## src/rtl/cic_rate_ctrl.sv

```systemverilog
// Rate-change sequencer for a CIC decimator: holds a requested ratio until an output-sample boundary, applies it, then blanks the settling outputs.
// Build option: define CIC_RATE_CTRL_INIT_EN to push DEFAULT_RATE to the decimator and settle right after reset.
module cic_rate_ctrl #(
    parameter int RATE_DW      = 16,
    parameter int R_MIN        = 2,
    parameter int R_MAX        = 10,
    parameter int CIC_N        = 7,
    parameter int DEFAULT_RATE = 10
) (
    input  logic               clk,
    input  logic               reset,
    input  logic [RATE_DW-1:0] s_axis_cfg_tdata,
    input  logic               s_axis_cfg_tvalid,
    output logic               s_axis_cfg_tready,
    input  logic               s_axis_in_tvalid,
    input  logic               cic_out_tvalid,
    output logic [RATE_DW-1:0] m_axis_rate_tdata,
    output logic               m_axis_rate_tvalid,
    output logic               m_axis_out_tvalid,
    output logic [RATE_DW-1:0] current_rate,
    output logic               busy,
    output logic               cfg_err,
    output logic               timeout,
    output logic [15:0]        dropped_cnt
);

    localparam int TO_W = $clog2(2 * R_MAX + 1);
    localparam int ST_W = $clog2(CIC_N + 1);
    localparam logic [TO_W-1:0]    TO_LAST     = TO_W'(2 * R_MAX - 1);
    localparam logic [ST_W-1:0]    SETTLE_LOAD = ST_W'(CIC_N);
    localparam logic [RATE_DW-1:0] RATE_LO     = RATE_DW'(R_MIN);
    localparam logic [RATE_DW-1:0] RATE_HI     = RATE_DW'(R_MAX);
    localparam logic [RATE_DW-1:0] RATE_RST    = RATE_DW'(DEFAULT_RATE);

    typedef enum logic [1:0] {IDLE, WAIT_BOUNDARY, APPLY, SETTLE} state_t;

    state_t             state_q, state_d;
    logic [RATE_DW-1:0] pending_q;
    logic [RATE_DW-1:0] rate_tdata_q;
    logic [RATE_DW-1:0] current_rate_q;
    logic               rate_tvalid_q;
    logic               busy_q;
    logic               cfg_err_q;
    logic               timeout_q;
    logic [15:0]        dropped_q;
    logic [TO_W-1:0]    to_cnt_q;
    logic [ST_W-1:0]    settle_q;

    logic cfg_fire;
    logic cfg_ok;
    logic to_hit;
    logic gate_closed;
    logic drop_ev;

    assign cfg_fire    = (state_q == IDLE) && s_axis_cfg_tvalid;
    assign cfg_ok      = (s_axis_cfg_tdata >= RATE_LO) && (s_axis_cfg_tdata <= RATE_HI);
    assign to_hit      = s_axis_in_tvalid && (to_cnt_q == TO_LAST);
    assign gate_closed = (state_q == APPLY) || (state_q == SETTLE);
    assign drop_ev     = gate_closed && cic_out_tvalid;

    always_comb begin
        state_d = state_q;
        case (state_q)
            IDLE:          if (cfg_fire && cfg_ok) state_d = WAIT_BOUNDARY;
            WAIT_BOUNDARY: if (cic_out_tvalid || to_hit) state_d = APPLY;
            APPLY:         state_d = SETTLE;
            SETTLE:        if (settle_q == '0) state_d = IDLE;
        endcase
    end

    always_ff @(posedge clk) begin
        if (reset) begin
`ifdef CIC_RATE_CTRL_INIT_EN
            state_q       <= APPLY;
            rate_tvalid_q <= 1'b1;
            settle_q      <= SETTLE_LOAD;
            busy_q        <= 1'b1;
`else
            state_q       <= IDLE;
            rate_tvalid_q <= 1'b0;
            settle_q      <= '0;
            busy_q        <= 1'b0;
`endif
            pending_q      <= RATE_RST;
            rate_tdata_q   <= RATE_RST;
            current_rate_q <= RATE_RST;
            cfg_err_q      <= 1'b0;
            timeout_q      <= 1'b0;
            dropped_q      <= '0;
            to_cnt_q       <= '0;
        end else begin
            state_q       <= state_d;
            busy_q        <= (state_d != IDLE);
            rate_tvalid_q <= (state_d == APPLY);
            cfg_err_q     <= cfg_fire && !cfg_ok;
            // A real boundary in the same cycle wins over the timeout.
            timeout_q     <= (state_q == WAIT_BOUNDARY) && to_hit && !cic_out_tvalid;

            if (cfg_fire && cfg_ok)
                pending_q <= s_axis_cfg_tdata;

            if (state_q == WAIT_BOUNDARY && state_d == APPLY) begin
                rate_tdata_q   <= pending_q;
                current_rate_q <= pending_q;
            end

            if (state_q != WAIT_BOUNDARY)
                to_cnt_q <= '0;
            else if (s_axis_in_tvalid)
                to_cnt_q <= to_cnt_q + 1'b1;

            if (state_q == WAIT_BOUNDARY && state_d == APPLY)
                settle_q <= SETTLE_LOAD;
            else if (drop_ev && settle_q != '0)
                settle_q <= settle_q - 1'b1;

            if (drop_ev && dropped_q != 16'hFFFF)
                dropped_q <= dropped_q + 16'd1;
        end
    end

    assign s_axis_cfg_tready  = (state_q == IDLE);
    assign m_axis_out_tvalid  = cic_out_tvalid && !gate_closed;
    assign m_axis_rate_tdata  = rate_tdata_q;
    assign m_axis_rate_tvalid = rate_tvalid_q;
    assign current_rate       = current_rate_q;
    assign busy               = busy_q;
    assign cfg_err            = cfg_err_q;
    assign timeout            = timeout_q;
    assign dropped_cnt        = dropped_q;

endmodule
```

## config.mk

```make
export PLATFORM = sky130hd
export DESIGN_NAME = cic_rate_ctrl
export DESIGN_NICKNAME = d
export VERILOG_FILES = /design/src/rtl/cic_rate_ctrl.sv
export SDC_FILE = /design/constraint.sdc
export NUM_CORES = 1
export LEC_CHECK = 0
export BUFFER_PORTS_ARGS = -buffer_cell sky130_fd_sc_hd__buf_2
export CAP_MARGIN = 20
export CELL_PAD_IN_SITES_DETAIL_PLACEMENT = 2
export CELL_PAD_IN_SITES_GLOBAL_PLACEMENT = 2
export CORE_ASPECT_RATIO = 0.75
export CORE_MARGIN = 1
export CORE_UTILIZATION = 34
export DETAILED_ROUTE_END_ITERATION = 8
export GPL_ROUTABILITY_DRIVEN = 0
export GPL_TIMING_DRIVEN = 0
export PLACE_DENSITY = 0.87
export SLEW_MARGIN = 20
export SYNTH_ARGS = -nofsm -noshare
export SYNTH_HDL_FRONTEND = slang
export SYNTH_SLANG_ARGS = --single-unit
```

## constraint.sdc

```tcl
create_clock -name clk -period 2.5 [get_ports clk]
set_input_delay 0.125 -clock clk [delete_from_list [all_inputs] [get_ports clk]]
set_output_delay 0.125 -clock clk [all_outputs]
set_load 0.02 [all_outputs]
```

## Word-level counts from Yosys, hierarchy flattened

Index checks and enable logic that the tools add are counted.

- Register bits: 62
- Bits in latches: 0
- RAM bits: 0
- ROM bits: 0
- Input port bits: 21
- Output and inout bits: 54
- Memories kept: 0

- Add/sub/neg operators: 3
- Multipliers: 0
- Div/mod/pow operators: 0
- Magnitude comparators: 2
- Equality and inequality tests: 7
- Shift-type cells: 0
- Mux-type cells: 6
- Bitwise operators: 0
- Reduce and logical (&&, ||, !) cells: 23

Operators with widths:

| kind | number |
|---|---|
| adder 16 x 1 -> 16 bit (second input constant) | 1 |
| >= comparator 16 x 2 -> 1 bit (second input constant) | 1 |
| <= comparator 16 x 4 -> 1 bit (second input constant) | 1 |
| != test 16 bit (second input constant) | 1 |
| logical AND 1 bit | 12 |
| case mux 2 bit (4 select lines) | 1 |
| == test 2 bit (second input constant) | 3 |
| two-way mux 2 bit | 3 |
| two-way mux 3 bit | 2 |
| adder 5 x 1 -> 5 bit (second input constant) | 1 |
| == test 5 bit (second input constant) | 1 |
| nonzero test 2 bit | 2 |
| logical NOT 1 bit | 3 |
| logical NOT 3 bit | 1 |
| nonzero test 3 bit | 1 |
| subtractor 3 x 1 -> 3 bit (second input constant) | 1 |
| == test 2 x 1 -> 1 bit (second input constant) | 1 |
| logical NOT 2 bit | 1 |
| logical OR 1 bit | 2 |
| != test 2 x 1 -> 1 bit (second input constant) | 1 |
| OR reduction 2 bit | 1 |

## Longest topological paths before layout

Gate-level depths: netlist of run 1.

- Depth in word-level cells: 8
- Mapped depth: 6
- Gate-level depth less buffers: 6

## Least setup slack after synthesis of run 1

Ideal clock, no wire load.

- Kind: reg2reg
- Start point: register dropped_q[0] (netlist: dropped_cnt[0])
- End point: register dropped_q[8] (netlist: dropped_cnt[8])
- Setup time: 0.121 ns
- Arrival: 1.593 ns
- Setup slack: 0.786 ns
- Stages on the path, launching flop included: 6
- Path buffers: 0
- Path through: dfxtp_1 -> ha_1 -> and4_1 -> nand2_1 -> nor3_1 -> mux2_2

- Word-level cells in the longest chain between the ends: 2

RTL lines:

| what | RTL line | text |
|---|---|---|
| start, declared | 45 | `logic [15:0] dropped_q;` |
| start signal, assigned | 118 | `dropped_q <= dropped_q + 16'd1;` |
| parallel branches: the longest is 2 deep, another holds adder 16 x 1 -> 16 bit | -- |  |

Several ways; the timed one is not identified.
A chain may end at the register's enable or synchronous reset.

## Worst setup path in the final report of run 1

Same ends and word-level chain as after synthesis.

==> load_flow_metrics.sql, run 1 <==
INSERT INTO impl_metrics (metric_group, metric, value, unit) VALUES
('run_status', 'outcome', 'completed', ''),
('route', 'initialDrtViolationCount', '66', ''),
('die', 'floorplan.initialDensity', '35.7', '%'),
('cells_and_area', 'final_layout_size_suffix_gt1_share', '31.8', '%'),
('cts', 'cts.path.max_buffers', '2', ''),
('route', 'via_count_of_the_routed_design', '2555', ''),
('yosys', 'ys_seq_area_share', '43.6', '%'),
('power_and_ir_drop', 'p_total', '0.00199', 'W'),
('yosys', 'syn-cell-area', '2850', 'um^2'),
('global_route', 'grt_pass1_wl', '14.3', 'mm'),
('die', 'dieWidth', '108', 'um'),
('cts', 'worst_setup_hold_path_clk_slew', '0.07', 'ns'),
('global_route', 'grt_max_degree', '12', ''),
('worst_setup_path', 'worst_r2r_path_depth', '5', ''),
('sta', 'final_max_slew_viol_count', '0', ''),
('cells_and_area', 'final-seq-area', '1240', 'um^2'),
('die', 'num_io_pins', '75', ''),
('cells_and_area', 'final_cell_utilization_of_the_core', '44.6', '%'),
('power_and_ir_drop', 'power_density', '558', 'nW/um^2'),
('worst_setup_path', 'r2r_setup_slk', '0.50', 'ns'),
('cts', 'cts_h_tree_depth', '3', ''),
('placed_design', 'dpl.hpwl', '6.07', 'mm'),
('sta', 'final.period_utilization', '80.1', '%'),
('sta', 'skew', '0.00614', 'ns'),
('yosys', 'synth-warning-count', '0', ''),
('global_route', 'globalRouteTotalUtil', '21.9', '%'),
('placed_design', 'place.port_buffers', '72', ''),
('cts', 'post_cts_resized', '0', ''),
('cells_and_area', 'multi_input_area', '1410', 'um^2'),
('die', 'die_area', '8750', 'um^2'),
('cts', 'cts_root_buf', 'sky130_fd_sc_hd__clkbuf_8', ''),
('cells_and_area', 'final_layout_net_count', '410', ''),
('cts', 'tritoncts', 'done', ''),
('sta', 'finalWorstPathRequiredPeriod', '2.00', 'ns'),
('power_and_ir_drop', 'vdd.ir_drop.worst', '0.233', 'mV'),
('global_route', 'gr-usage-met2', '39.4', '%'),
('cts', 'cts_num_sinks', '62', ''),
('yosys', 'postSynthAreaPerCell', '9.47', 'um^2'),
('yosys', 'netlist-cell-type-count', '41', ''),
('sta', 'max_slew.worst_pin.slew', '0.599', 'ns'),
('cts', 'clk-insertion-delay-late', '0.35', 'ns'),
('worst_setup_path', 'critical_path.endpoint_type', 'flop', ''),
('worst_setup_path', 'reg2reg_to', 'dropped_cnt[8]', ''),
('cts', 'cts_inserted_buffers', '9', ''),
('die', 'fp-row-count', '28', ''),
('yosys', 'most_used_flip_flop_cell_after_synthesis', 'sky130_fd_sc_hd__dfxtp_1', ''),
('yosys', 'count_of_mapped_cells_out_of_synthesis', '301', ''),
('worst_setup_path', 'timing.setup.critical_path_class', 'flop to flop', ''),
('global_route', 'gr-max-usage-layer', 'met2', ''),
('worst_setup_path', 'timing.critical_path.to', 'dropped_cnt[8]', ''),
('sta', 'totalNegativeSetupSlack', '0', 'ns'),
('global_route', 'met1_usage', '25.0', '%'),
('worst_setup_path', 'critical_path.startpoint', 'dropped_cnt[0]', ''),
('worst_setup_path', 'cp.arrival', '2.25', 'ns'),
('sta', 'final-setup-viol-count', '0', ''),
('global_route', 'grt_overflow', '0', ''),
('worst_setup_path', 'critical_path.startpoint_type', 'flop', ''),
('worst_setup_path', 'crit-reg2reg-launch', 'dropped_cnt[0]', ''),
('worst_setup_path', 'critical_path_peak_fanout', '6', ''),
('job', 'max_cap_violations', '0', ''),
('sta', 'hold_viol', '0', ''),
('yosys', 'async_flop_share', '0', '%'),
('sta', 'holdWs', '0.0673', 'ns'),
('route', 'drcViolationCount', '0', ''),
('route', 'detail_route.wirelength', '8.85', 'mm'),
('global_route', 'number_of_global_route_vias_before_repair', '2734', ''),
('power_and_ir_drop', 'total_leakage_power', '1.44', 'nW'),
('die', 'die_height', '81.3', 'um'),
('yosys', 'ys_seq_elements', '62', ''),
('yosys', 'synth_nets', '326', ''),
('global_route', 'grt_antenna_before_repair', '0', '');
## flip-flops by register name, summed over array words and instances, names as in the netlist
register and cells:
settle_q 3, timeout 1, to_cnt_q 5, state_q 2, current_rate 16, pending_q 16
dropped_cnt 16, cfg_err 1, m_axis_rate_tvalid 1, busy 1
## cells in the final DEF (no fill, tap or decap), types with 10 or more instances in the layout
cell and count:
sky130_fd_sc_hd__a21oi_1 20, sky130_fd_sc_hd__and2_1 12, sky130_fd_sc_hd__nor2_1 19, sky130_fd_sc_hd__buf_2 73
sky130_fd_sc_hd__dfxtp_1 62, sky130_fd_sc_hd__clkbuf_8 11, sky130_fd_sc_hd__nand2_1 11, sky130_fd_sc_hd__mux2i_1 19
sky130_fd_sc_hd__nand4_1 10, sky130_fd_sc_hd__o21ai_0 11, sky130_fd_sc_hd__nand2b_1 31, sky130_fd_sc_hd__buf_4 18
## cell usage after synthesis (4+ instances only)
cell / instances / share of area [%]
sky130_fd_sc_hd__mux2i_1: 19 / 6.7
sky130_fd_sc_hd__nand2b_1: 31 / 6.8
sky130_fd_sc_hd__nor4_1: 5 / 1.1
sky130_fd_sc_hd__dfxtp_1: 62 / 44
sky130_fd_sc_hd__nand2_1: 11 / 1.4
sky130_fd_sc_hd__buf_4: 18 / 4.7
sky130_fd_sc_hd__nor2_1: 19 / 2.5
sky130_fd_sc_hd__nand4_1: 10 / 2.2
sky130_fd_sc_hd__clkbuf_1: 6 / 0.79
sky130_fd_sc_hd__and2_1: 12 / 2.6
sky130_fd_sc_hd__nor3_1: 7 / 1.2
sky130_fd_sc_hd__nor2b_1: 5 / 1.1
sky130_fd_sc_hd__nand3_1: 7 / 1.2
sky130_fd_sc_hd__nor3b_1: 4 / 1.1
sky130_fd_sc_hd__or3_1: 6 / 1.3
sky130_fd_sc_hd__a21oi_1: 20 / 3.5
sky130_fd_sc_hd__o21ai_0: 11 / 1.9
sky130_fd_sc_hd__a31oi_1: 4 / 0.88
sky130_fd_sc_hd__ha_1: 4 / 1.8
## worst max-delay path, cell delays in order, from the launching register on
cell,delay [ns]
sky130_fd_sc_hd__dfxtp_1,0.43
sky130_fd_sc_hd__ha_1,0.26
sky130_fd_sc_hd__and4_1,0.35
sky130_fd_sc_hd__nand2_1,0.20
sky130_fd_sc_hd__nor3_1,0.29
sky130_fd_sc_hd__mux2_2,0.37
## per-layer routing
| metal | up-vias | part of all wire (%) |
|---|---|---|
| met5 | - | 0 |
| met4 | 0 | 1.7 |
| met3 | 12 | 3.9 |
| met2 | 60 | 52 |
| met1 | 1270 | 42 |
| li1 | 1213 | - |
## what timing repair did
item | CTS | global route
hold buffers | 1 | 0
setup endpoints to repair | 0 | 0
endpoints found under the hold margin | 1 | 0
## cell type report
type / count / area share [%]
well taps: 105 / 3.69
clock inverters: 5 / 1.62
inverters: 3 / 0.316
repair buffers: 73 / 10.4
flip-flops and latches: 62 / 34.9
plain buffers: 28 / 5.31
clock buffers: 11 / 4.25
multi-input cells: 208 / 39.5
## how the worst min path moves through the flow
stage / start / endpoint / cells after the start
2_1_floorplan: s_axis_in_tvalid / to_cnt_q[0] / 2
3_3_place_gp: cic_out_tvalid / timeout / 2
3_5_place_dp: cic_out_tvalid / timeout / 2
4_1_cts: s_axis_cfg_tdata[2] / pending_q[2] / 3
5_1_grt: s_axis_cfg_tdata[2] / pending_q[2] / 3
6_report: s_axis_cfg_tdata[2] / pending_q[2] / 3
## stage by stage
step / setup slack, ns / cell area [um^2] / std cells
floorplan: 0.786 / 2850 / 301
global placement: 0.693 / 3340 / 478
detailed placement: 0.597 / 3340 / 478
CTS: 0.540 / 3560 / 495
global route: 0.423 / 3560 / 495
finish: 0.498 / 3560 / 495
## power breakdown
part / total (W) / internal [W] / switching [W]
Combinational: 0.0000710 / 0.0000289 / 0.0000421
Clock: 0.000928 / 0.000512 / 0.000416
Sequential: 0.000988 / 0.000988 / 0.000000220
## cells by family after synthesis
family | after synthesis | share of synthesized area [%]
adder cells (fa/ha/maj) | 4 | 1.76
AO/OA/AOI/OAI | 42 | 8.26
XOR/XNOR | 6 | 1.84
buffers and inverters | 31 | 7.03
multiplexers | 22 | 7.86
flip-flops | 62 | 43.6
AND/OR/NAND/NOR | 134 | 29.7
(Power assumes the default switching activity.)
==> inputs of run 2 (changes only) <==
--- a/config.mk
+++ b/config.mk
@@ -11,11 +11,11 @@
 export CELL_PAD_IN_SITES_GLOBAL_PLACEMENT = 2
 export CORE_ASPECT_RATIO = 0.75
 export CORE_MARGIN = 1
-export CORE_UTILIZATION = 34
+export CORE_UTILIZATION = 31
 export DETAILED_ROUTE_END_ITERATION = 8
 export GPL_ROUTABILITY_DRIVEN = 0
 export GPL_TIMING_DRIVEN = 0
-export PLACE_DENSITY = 0.87
+export PLACE_DENSITY = 0.8
 export SLEW_MARGIN = 20
 export SYNTH_ARGS = -nofsm -noshare
 export SYNTH_HDL_FRONTEND = slang
==> constraint.sdc (replaced) <==
create_clock -name clk -period 2.01 [get_ports clk]
set_input_delay 0.1005 -clock clk [delete_from_list [all_inputs] [get_ports clk]]
set_output_delay 0.1005 -clock clk [all_outputs]
set_load 0.02 [all_outputs]
==> run 2 against run 1 <==
Effect of this change:
- critical path depth unchanged
- clock power increased by 65%
- fmax increased by 5.6%
- clock skew increased by 0.00069 ns
- critical endpoint unchanged
- sequential power increased by 24%
- clock-buffer cell count unchanged
- die area increased by 9.5%
- utilization decreased by 2.5 points
- flip-flop and latch count unchanged
- first-iteration DRC count increased by 17%
- via count increased by 1.6%
- hold slack improved by 0.0098 ns
==> load_flow_metrics.sql, run 2 (synthesis gave the netlist of run 1 again) <==
INSERT INTO impl_metrics (metric_group, metric, value, unit) VALUES
('run_status', 'outcome', 'completed', ''),
('die', 'num_io_pins', '75', ''),
('route', 'wl_per_cell', '17.1', 'um'),
('job', 'max_cap_violations', '0', ''),
('die', 'dieWidth', '113', 'um'),
('worst_setup_path', 'critical_path.startpoint_type', 'flop', ''),
('sta', 'max_slew.worst_pin.slew', '0.647', 'ns'),
('route', 'initialDrtViolationCount', '77', ''),
('global_route', 'number_of_global_route_vias_before_repair', '2725', ''),
('cells_and_area', 'final_layout_net_count', '410', ''),
('sta', 'max-slew-margin-rel', '56.5', '%'),
('power_and_ir_drop', 'power_density', '781', 'nW/um^2'),
('placed_design', 'placed_cell_area', '3340', 'um^2'),
('route', 'detail_route.wirelength', '8.54', 'mm'),
('sta', 'finalWorstPathRequiredPeriod', '1.90', 'ns'),
('worst_setup_path', 'required_time_of_the_worst_setup_path', '2.22', 'ns'),
('die', 'floorplan.initialDensity', '32.9', '%'),
('sta', 'rsz0062_at_grt', 'false', ''),
('route', 'final_antenna_net_count', '0', ''),
('die', 'die_area', '9580', 'um^2'),
('cells_and_area', 'fin_area', '3650', 'um^2'),
('sta', 'totalNegativeSetupSlack', '0', 'ns'),
('cts', 'cts_root_buf', 'sky130_fd_sc_hd__clkbuf_16', ''),
('cts', 'cts_h_tree_depth', '3', ''),
('cts', 'worst_setup_hold_path_clk_slew', '0.06', 'ns'),
('sta', 'skew', '0.00682', 'ns'),
('worst_setup_path', 'critical_path.startpoint', 'dropped_cnt[1]', ''),
('worst_setup_path', 'critical_path_buf_inv_count', '0', ''),
('worst_setup_path', 'path_delay_family', 'simple AND/OR/NAND/NOR gates', ''),
('die', 'core_region_area', '8670', 'um^2'),
('worst_setup_path', 'crit_path_cell_trace', 'ha_2 > and4_2 > nand2_1 > nor3_1 > mux2_2', ''),
('route', 'drcViolationCount', '0', ''),
('global_route', 'grt_max_degree', '12', ''),
('worst_setup_path', 'critical_path.endpoint_type', 'flop', ''),
('cts', 'tritoncts', 'done', ''),
('power_and_ir_drop', 'vdd.ir_drop.worst', '0.376', 'mV'),
('hold_path', 'hold_path_startpoint', 's_axis_cfg_tdata[0]', ''),
('worst_setup_path', 'timing.critical_path.slowest_stage_cell', 'sky130_fd_sc_hd__dfxtp_1', ''),
('sta', 'hold_viol', '0', ''),
('global_route', 'grt_overflow', '0', ''),
('worst_setup_path', 'timing.setup.critical_path_class', 'flop to flop', ''),
('power_and_ir_drop', 'total_leakage_power', '1.48', 'nW'),
('cts', 'cts_num_sinks', '62', ''),
('cells_and_area', 'layout.cells.most_common_list', 'sky130_fd_sc_hd__buf_2 (73), sky130_fd_sc_hd__dfxtp_1 (62), sky130_fd_sc_hd__nand2b_1 (31), sky130_fd_sc_hd__a21oi_1 (20)', ''),
('die', 'die_height', '85.0', 'um'),
('placed_design', 'place.port_buffers', '72', ''),
('cts', 'cts_inserted_buffers', '9', ''),
('sta', 'final.period_utilization', '94.3', '%'),
('die', 'fp-row-count', '29', ''),
('route', 'via_count_of_the_routed_design', '2595', ''),
('global_route', 'grt_antenna_before_repair', '0', ''),
('cells_and_area', 'area_growth_from_synthesis_to_layout', '28.2', '%'),
('placed_design', 'dpl.hpwl', '6.09', 'mm'),
('worst_setup_path', 'crit-reg2reg-launch', 'dropped_cnt[1]', ''),
('cts', 'post_cts.repair.setup_buffers', '0', ''),
('cts', 'cts.path.max_buffers', '2', ''),
('cells_and_area', 'most_common_cell_after_layout_fill_and_taps_aside', 'sky130_fd_sc_hd__buf_2', ''),
('worst_setup_path', 'worst_path_largest_cell_delay', '0.41', 'ns'),
('route', 'dr.pass1.iters', '4', ''),
('sta', 'maxClockFrequency', '527', 'MHz'),
('cells_and_area', 'final.fill_count', '932', ''),
('worst_setup_path', 'cp.arrival', '2.11', 'ns'),
('sta', 'final_max_slew_viol_count', '0', ''),
('sta', 'final-setup-viol-count', '0', ''),
('cells_and_area', 'final_layout_size_suffix_gt1_share', '31.8', '%'),
('global_route', 'globalRouteTotalUtil', '18.9', '%'),
('global_route', 'grt_pass1_wl', '14.0', 'mm'),
('cts', 'clk-insertion-delay-late', '0.32', 'ns'),
('worst_setup_path', 'critical_path_peak_fanout', '6', ''),
('hold_path', 'timing.hold.worst.class', 'input port to flop', ''),
('cells_and_area', 'num_antenna_cells', '0', ''),
('route', 'viasPerCell', '5.21', ''),
('cells_and_area', 'final_cell_utilization_of_the_core', '42.1', '%');
[run 2: cell types whose count changed in the layout (fill, tap and decap cells not counted), sizes merged]
| cell | change |
|---|---|
| clkinv | +2 |
| clkinvlp | -2 |
[run 2: worst paths after layout]
| kind | cells after the start | end | slack, ns |
|---|---|---|---|
| hold / removal | 3 | pending_q[0] | 0.08 |
| setup / recovery | 5 | dropped_cnt[8] | 0.11 |
| hold reg to reg | 1 | pending_q[6] | 0.46 |
| setup reg to reg | 5 | dropped_cnt[8] | 0.11 |
[run 2: layout make-up]
class                   instances  area (um^2)  share of cell area [%]
flip-flops and latches         62         1240                    34.0
repair buffers                 73          370                    10.1
clock buffers                  11          233                    6.37
well taps                     108          135                    3.70
multi-input cells             208         1410                    38.7
inverters                       3         11.3                   0.308
clock inverters                 5         60.1                    1.64
plain buffers                  28          189                    5.17
[run 2: worst min-delay path, delay by kind of cell]
kind,cells,cell delay (ns)
buf+inv,1,0.11
simple gates,1,0.07
compound gates,1,0.06
[run 2: what timing repair did]
item                                    CTS  global route
endpoints found under the setup margin    0             4
endpoints found under the hold margin     1             0
gates resized for setup                   0             2
hold buffers                              1             0
[run 2: stage by stage]
stage                     setup slack [ns]  total power, W  cells  hold slack (ns)
final                                0.114         0.00285    498           0.0770
after global placement               0.191         0.00134    481            0.324
after detailed placement             0.128         0.00135    481            0.324
after CTS                           0.0359         0.00288    498           0.0728
after floorplan                      0.296         0.00130    301            0.237
after global routing               0.00588         0.00295    498           0.0850
[run 2: where the power goes]
part           switching (W)  internal [W]
Sequential       0.000000617       0.00123
Combinational      0.0000532     0.0000360
Clock               0.000568      0.000962
[run 2: per-layer routing]
layer	up-vias	global-route usage [%]	part of all wire, %
met5	-	0	0
met4	0	5.09	1.2
met3	9	5.43	4.4
met2	66	33.7	51
li1	1214	-	-
met1	1306	22.2	44
